### config.mk
export PLATFORM = sky130hd
export DESIGN_NAME = uart_tx_arbiter
export DESIGN_NICKNAME = d
export VERILOG_FILES = /design/src/rtl/uart_tx_arbiter.sv
export SDC_FILE = /design/constraint.sdc
export NUM_CORES = 1
export LEC_CHECK = 0
export ABC_CLOCK_PERIOD_IN_PS = 3400
export CAP_MARGIN = 15
export CORE_MARGIN = 1.5
export CORE_UTILIZATION = 55
export CTS_CLUSTER_SIZE = 25
export DETAILED_ROUTE_END_ITERATION = 8
export GPL_ROUTABILITY_DRIVEN = 1
export PLACE_DENSITY = 0.85
export SYNTH_ARGS = -nofsm -noshare
export SYNTH_HDL_FRONTEND = slang
export SYNTH_SLANG_ARGS = --single-unit
### constraint.sdc
create_clock -name sysclk -period 3.4 [get_ports sysclk]
set_clock_uncertainty 0.2 [all_clocks]
set_input_delay 0.68 -clock sysclk [delete_from_list [all_inputs] [get_ports sysclk]]
set_output_delay 0.68 -clock sysclk [all_outputs]
set_load 0.02 [all_outputs]
### src/rtl/uart_tx_arbiter.sv
// Round-robin arbiter sharing one UART transmitter between several FIFO-backed byte sources.
// One pop per transmitted byte, bursts of up to MAX_BURST bytes per grant, watchdog on a stalled UART.
module uart_tx_arbiter #(
    parameter int N_REQ          = 2,
    parameter int DATA_BITS      = 8,
    parameter int RD_LATENCY     = 1,
    parameter int MAX_BURST      = 4,
    parameter int TIMEOUT_CYCLES = 20000
) (
    input  logic                       sysclk,
    input  logic                       nrst_in,
    input  logic [N_REQ-1:0]           req_empty_in,
    input  logic [N_REQ*DATA_BITS-1:0] req_data_in,
    output logic [N_REQ-1:0]           req_read_out,
    output logic [DATA_BITS-1:0]       tx_data_out,
    output logic                       tx_start_out,
    input  logic                       tx_done_in,
    output logic [N_REQ-1:0]           grant_out,
    output logic                       busy_out,
    output logic                       timeout_err_out,
    input  logic                       err_clr_in
);

    localparam int IDX_W   = $clog2(N_REQ);
    localparam int LAT_W   = (RD_LATENCY > 1) ? $clog2(RD_LATENCY) : 1;
    localparam int WD_W    = $clog2(TIMEOUT_CYCLES);
    localparam int BURST_W = $clog2(MAX_BURST + 1);

    typedef enum logic [2:0] {
        ST_IDLE,
        ST_READ,
        ST_WAIT_DATA,
        ST_LAUNCH,
        ST_WAIT_DONE
    } state_t;

    state_t               state;
    state_t               state_next;
    logic [N_REQ-1:0]     req;
    logic [IDX_W-1:0]     rr_ptr;
    logic [IDX_W-1:0]     grant_idx;
    logic [IDX_W-1:0]     pick_idx;
    logic [IDX_W-1:0]     cand;
    logic [IDX_W-1:0]     next_ptr;
    logic                 pick_valid;
    logic [BURST_W-1:0]   burst_cnt;
    logic [LAT_W-1:0]     lat_cnt;
    logic [WD_W-1:0]      watchdog;
    logic                 lat_last;
    logic                 expired;
    logic                 keep_grant;
    logic                 release_grant;

    assign req           = ~req_empty_in;
    assign lat_last      = (lat_cnt == LAT_W'(RD_LATENCY - 1));
    assign next_ptr      = (grant_idx == IDX_W'(N_REQ - 1)) ? '0 : grant_idx + 1'b1;
    assign keep_grant    = (burst_cnt < BURST_W'(MAX_BURST)) && !req_empty_in[grant_idx];
    // A done pulse on the expiry cycle wins, so expiry is qualified by its absence.
    assign expired       = (watchdog == WD_W'(TIMEOUT_CYCLES - 1)) && !tx_done_in;
    assign release_grant = (state == ST_WAIT_DONE) && ((tx_done_in && !keep_grant) || expired);

    // Walk offsets from the far end so the closest requester to rr_ptr is assigned last.
    always_comb begin
        pick_valid = 1'b0;
        pick_idx   = '0;
        cand       = '0;
        for (int k = N_REQ - 1; k >= 0; k--) begin
            cand = IDX_W'((int'(rr_ptr) + k) % N_REQ);
            if (req[cand]) begin
                pick_valid = 1'b1;
                pick_idx   = cand;
            end
        end
    end

    always_ff @(posedge sysclk or negedge nrst_in) begin
        if (!nrst_in) begin
            state <= ST_IDLE;
        end else begin
            state <= state_next;
        end
    end

    always_comb begin
        state_next = state;
        case (state)
            ST_IDLE:      if (pick_valid) state_next = ST_READ;
            ST_READ:      state_next = ST_WAIT_DATA;
            ST_WAIT_DATA: if (lat_last) state_next = ST_LAUNCH;
            ST_LAUNCH:    state_next = ST_WAIT_DONE;
            ST_WAIT_DONE: begin
                if (tx_done_in) begin
                    state_next = keep_grant ? ST_READ : ST_IDLE;
                end else if (expired) begin
                    state_next = ST_IDLE;
                end
            end
            default:      state_next = ST_IDLE;
        endcase
    end

    // Strobes decode straight from state so they vanish the moment reset asserts.
    always_comb begin
        req_read_out = (state == ST_READ) ? grant_out : '0;
        tx_start_out = (state == ST_LAUNCH);
        busy_out     = (state != ST_IDLE);
    end

    always_ff @(posedge sysclk or negedge nrst_in) begin
        if (!nrst_in) begin
            rr_ptr          <= '0;
            grant_idx       <= '0;
            grant_out       <= '0;
            burst_cnt       <= '0;
            lat_cnt         <= '0;
            watchdog        <= '0;
            tx_data_out     <= '0;
            timeout_err_out <= 1'b0;
        end else begin
            case (state)
                ST_IDLE: begin
                    if (pick_valid) begin
                        grant_idx <= pick_idx;
                        grant_out <= N_REQ'(1) << pick_idx;
                        burst_cnt <= '0;
                    end
                end
                ST_READ: begin
                    lat_cnt <= '0;
                end
                ST_WAIT_DATA: begin
                    lat_cnt <= lat_cnt + 1'b1;
                    if (lat_last) begin
                        tx_data_out <= req_data_in[grant_idx*DATA_BITS +: DATA_BITS];
                    end
                end
                ST_LAUNCH: begin
                    burst_cnt <= burst_cnt + 1'b1;
                    watchdog  <= '0;
                end
                ST_WAIT_DONE: begin
                    watchdog <= watchdog + 1'b1;
                    if (release_grant) begin
                        rr_ptr    <= next_ptr;
                        grant_out <= '0;
                    end
                end
                default: ;
            endcase

            if ((state == ST_WAIT_DONE) && expired) begin
                timeout_err_out <= 1'b1;
            end else if (err_clr_in) begin
                timeout_err_out <= 1'b0;
            end
        end
    end

endmodule

==> flow_summary.json <==
{
  "outcome": "finished, final reports clean",
  "final.setup.worst_slack_ns": 0.5270,
  "final_period_minus_worst_setup_slack_ns": 2.873,
  "first_global_vias": 1443,
  "startpoint_of_the_most_critical_register_to_register_path": "state[2]",
  "multi_input_area_um2": 847.1,
  "netlist-cell-type-count": 41,
  "die_h_um": 60.46,
  "first_iter_violations": 105,
  "regToRegEndpoint": "watchdog[14]",
  "power.density_cell_area_mw_per_mm2": 723.0,
  "final_layout_size_suffix_gt1_frac": 0.07623,
  "synthesized_net_count": 209,
  "detail-route-antenna-nets": 0,
  "max-vdd-ir-drop_mv": 0.4307,
  "dr.pass1.iters": 5,
  "setup.worst_path.class": "flop to primary output",
  "wl_per_cell_um": 15.31,
  "dp_hpwl_mm": 2.998,
  "timing.setup.tns_ns": 0,
  "setup_failing_eps_final": 0,
  "asyncSetResetFlopFracSynth": 1.000,
  "layout_common_cells": "sky130_fd_sc_hd__clkdlybuf4s50_1 (36), sky130_fd_sc_hd__dfrtp_1 (35), sky130_fd_sc_hd__nor2_1 (22)",
  "area_growth_pct": 23.85,
  "post_synth.cell_area_avg_um2": 9.813,
  "die_width_um": 60.46,
  "drt_wl_total_mm": 4.087,
  "cts_made_buffers": 5,
  "num_io_pins": 37,
  "port_buffer_count": 36,
  "clock_tree_from_tritoncts": "built",
  "die_area_mm2": 0.003655,
  "total_area_of_sequential_cells_um2": 875.8,
  "largest_net_degree_at_the_start_of_global_routing": 36,
  "overall_via_count_from_detail_route": 1556,
  "master_cell_of_the_clock_root_buffer": "sky130_fd_sc_hd__clkbuf_4",
  "cts.repair.resized": 0,
  "timing.max_cap.violations": 0,
  "numnets_final": 246,
  "clkSlewWorstSetupHoldPaths_ns": 0.11,
  "grt_first_pass_wirelength_mm": 6.520,
  "most_frequent_standard_cell_in_the_layout_excluding_fill_and_tap_cells": "sky130_fd_sc_hd__clkdlybuf4s50_1",
  "ys_warn_count": 0,
  "worst_setup_path_endpoint": "tx_start_out",
  "clock_sink_count": 35,
  "final_cells": 267,
  "clock_tree.htree_level_count": 2,
  "netlist_area_mm2": 0.001815,
  "core_area_mm2": 0.003103,
  "synth_seq_cells": 35,
  "leakage_nw": 0.9671,
  "number_of_antenna_cells_inserted": 0,
  "std_cell_rows": 20,
  "finalMaxSlewViolations": 0,
  "synth-edff-count": 0,
  "antenna_found_initial": 0,
  "finalWeightedCongestion": 0.9301,
  "cts.hold.buffers_added": 0,
  "synth-seq-area-share": 0.4824,
  "critPathCaptureType": "primary output",
  "placedCellCount": 259,
  "finalHoldViolations": 0,
  "remaining_drc_errors": 0,
  "reg2reg_slack_ns": 1.14,
  "gr-usage-all-layers": 0.2408,
  "post_drt_via_cell_ratio": 5.828,
  "worstPathRequired_ns": 2.52,
  "postSynthCellCount": 185,
  "worst_pin_slew_ns": 0.8595,
  "maxClockFrequency_mhz": 348.1,
  "timing.max_slew.rel_slack": 0.4258,
  "synth_flop_type": "sky130_fd_sc_hd__dfrtp_1",
  "worst_ep_arrival_time_ns": 1.99,
  "grt_remaining_overflow": 0,
  "postCtsSetupBuffers": 0,
  "timing.critical_path.from_type": "flop",
  "worst_hold_path_type": "flop to flop",
  "critical_path.startpoint": "state[2]",
  "cts.path.max_buffers": 2,
  "rsz_0062_raised_after_global_routing": "false",
  "critical_path_peak_fanout": 12,
  "initial_utilization": 0.5851,
  "worst_r2r_path_depth": 4,
  "clock_insertion_delay_worst_skew_ns": 0.34,
  "fillers": 260,
  "period_share": 0.8450,
  "dp_slack_ns": 0.9262
}
==> cells in the mapped netlist, types with 2 or more instances <==
library cell,count,area [µm²]
sky130_fd_sc_hd__nor4bb_1,2,20.02
sky130_fd_sc_hd__ha_1,2,25.02
sky130_fd_sc_hd__nand3b_1,2,15.01
sky130_fd_sc_hd__mux2i_1,13,130.1
sky130_fd_sc_hd__nor2_1,22,82.58
sky130_fd_sc_hd__buf_2,2,10.01
sky130_fd_sc_hd__a22o_1,4,35.03
sky130_fd_sc_hd__nand3_1,6,30.03
sky130_fd_sc_hd__inv_1,5,18.77
sky130_fd_sc_hd__or3_1,4,25.02
sky130_fd_sc_hd__nand2b_1,2,12.51
sky130_fd_sc_hd__nor3_1,3,15.01
sky130_fd_sc_hd__clkbuf_1,2,7.510
sky130_fd_sc_hd__nand2_1,20,75.07
sky130_fd_sc_hd__nand4_1,3,18.77
sky130_fd_sc_hd__a21oi_1,12,60.06
sky130_fd_sc_hd__buf_6,3,33.78
sky130_fd_sc_hd__xnor2_1,2,17.52
sky130_fd_sc_hd__o21ai_0,18,90.09
sky130_fd_sc_hd__o31ai_1,3,22.52
sky130_fd_sc_hd__dfrtp_1,35,875.8
==> state kept, by name, summed over array words and instances, names as in the netlist, 2 cells and up <==
signal and count:
watchdog 15, tx_data_out 8, burst_cnt 3, state 3
grant_out 2
==> worst max-delay path, cell delays in order (launching register included) <==
cell and delay, ns:
sky130_fd_sc_hd__dfrtp_1 0.51, sky130_fd_sc_hd__nand3b_1 0.21, sky130_fd_sc_hd__buf_4 0.19, sky130_fd_sc_hd__inv_1 0.11
sky130_fd_sc_hd__clkdlybuf4s50_1 0.63
==> cell families (layout without fill, tap and decap cells) <==
group	after synthesis	count (layout)	share of synthesized area
xor+xnor	2	2	0.009650
mux	13	13	0.07167
fa+ha+maj	2	2	0.01378
simple gates	75	75	0.2226
flops	35	35	0.4824
compound gates	44	44	0.1489
buf+inv	14	52	0.05100
==> how the worst min path moves through the flow <==
stage | start | to | slack (ns) | cells after the start
final | watchdog[14] | watchdog[14] | 0.31 | 1
after global routing | watchdog[14] | watchdog[14] | 0.33 | 1
after CTS | watchdog[14] | watchdog[14] | 0.30 | 1
after floorplan | nrst_in | burst_cnt[0] | 0.18 | 0
after detailed placement | watchdog[14] | watchdog[14] | 0.28 | 1
after global placement | watchdog[14] | watchdog[14] | 0.27 | 1
==> final cells by class <==
| class | count | share of cell area |
|---|---|---|
| well taps | 44 | 0.02449 |
| clock buffers | 8 | 0.03061 |
| repair buffers | 39 | 0.1703 |
| flip-flops and latches | 35 | 0.3895 |
| multi-input cells | 136 | 0.3767 |
| inverters | 5 | 0.008347 |
==> report_power, final <==
group / internal, mW / total, mW / switching [mW]
Sequential: 0.529 / 0.664 / 0.135
Combinational: 0.329 / 0.698 / 0.370
Clock: 0.122 / 0.263 / 0.142
Total: 0.979 / 1.63 / 0.647
==> per-stage QoR <==
| step | util | hold WS (ns) | cell area, µm² | total power [mW] |
|---|---|---|---|---|
| floorplan | - | 0.1844 | 1815 | 1.124 |
| global placement | 0.7024 | 0.2654 | 2180 | 1.323 |
| detailed placement | 0.7024 | 0.2792 | 2180 | 1.369 |
| CTS | 0.7246 | 0.3001 | 2248 | 1.630 |
| global route | 0.7246 | 0.3279 | 2248 | 1.728 |
| finish | 0.7246 | 0.3072 | 2248 | 1.626 |
==> metal layers <==
layer  GRT usage  vias up  share of wire
li1            -      737              -
met1      0.3007      768           0.43
met2      0.4193       47           0.51
met3     0.07249        4          0.058
met4     0.04658        0         0.0071
met5           0        -              0
Power figures use the tool's default switching activity.
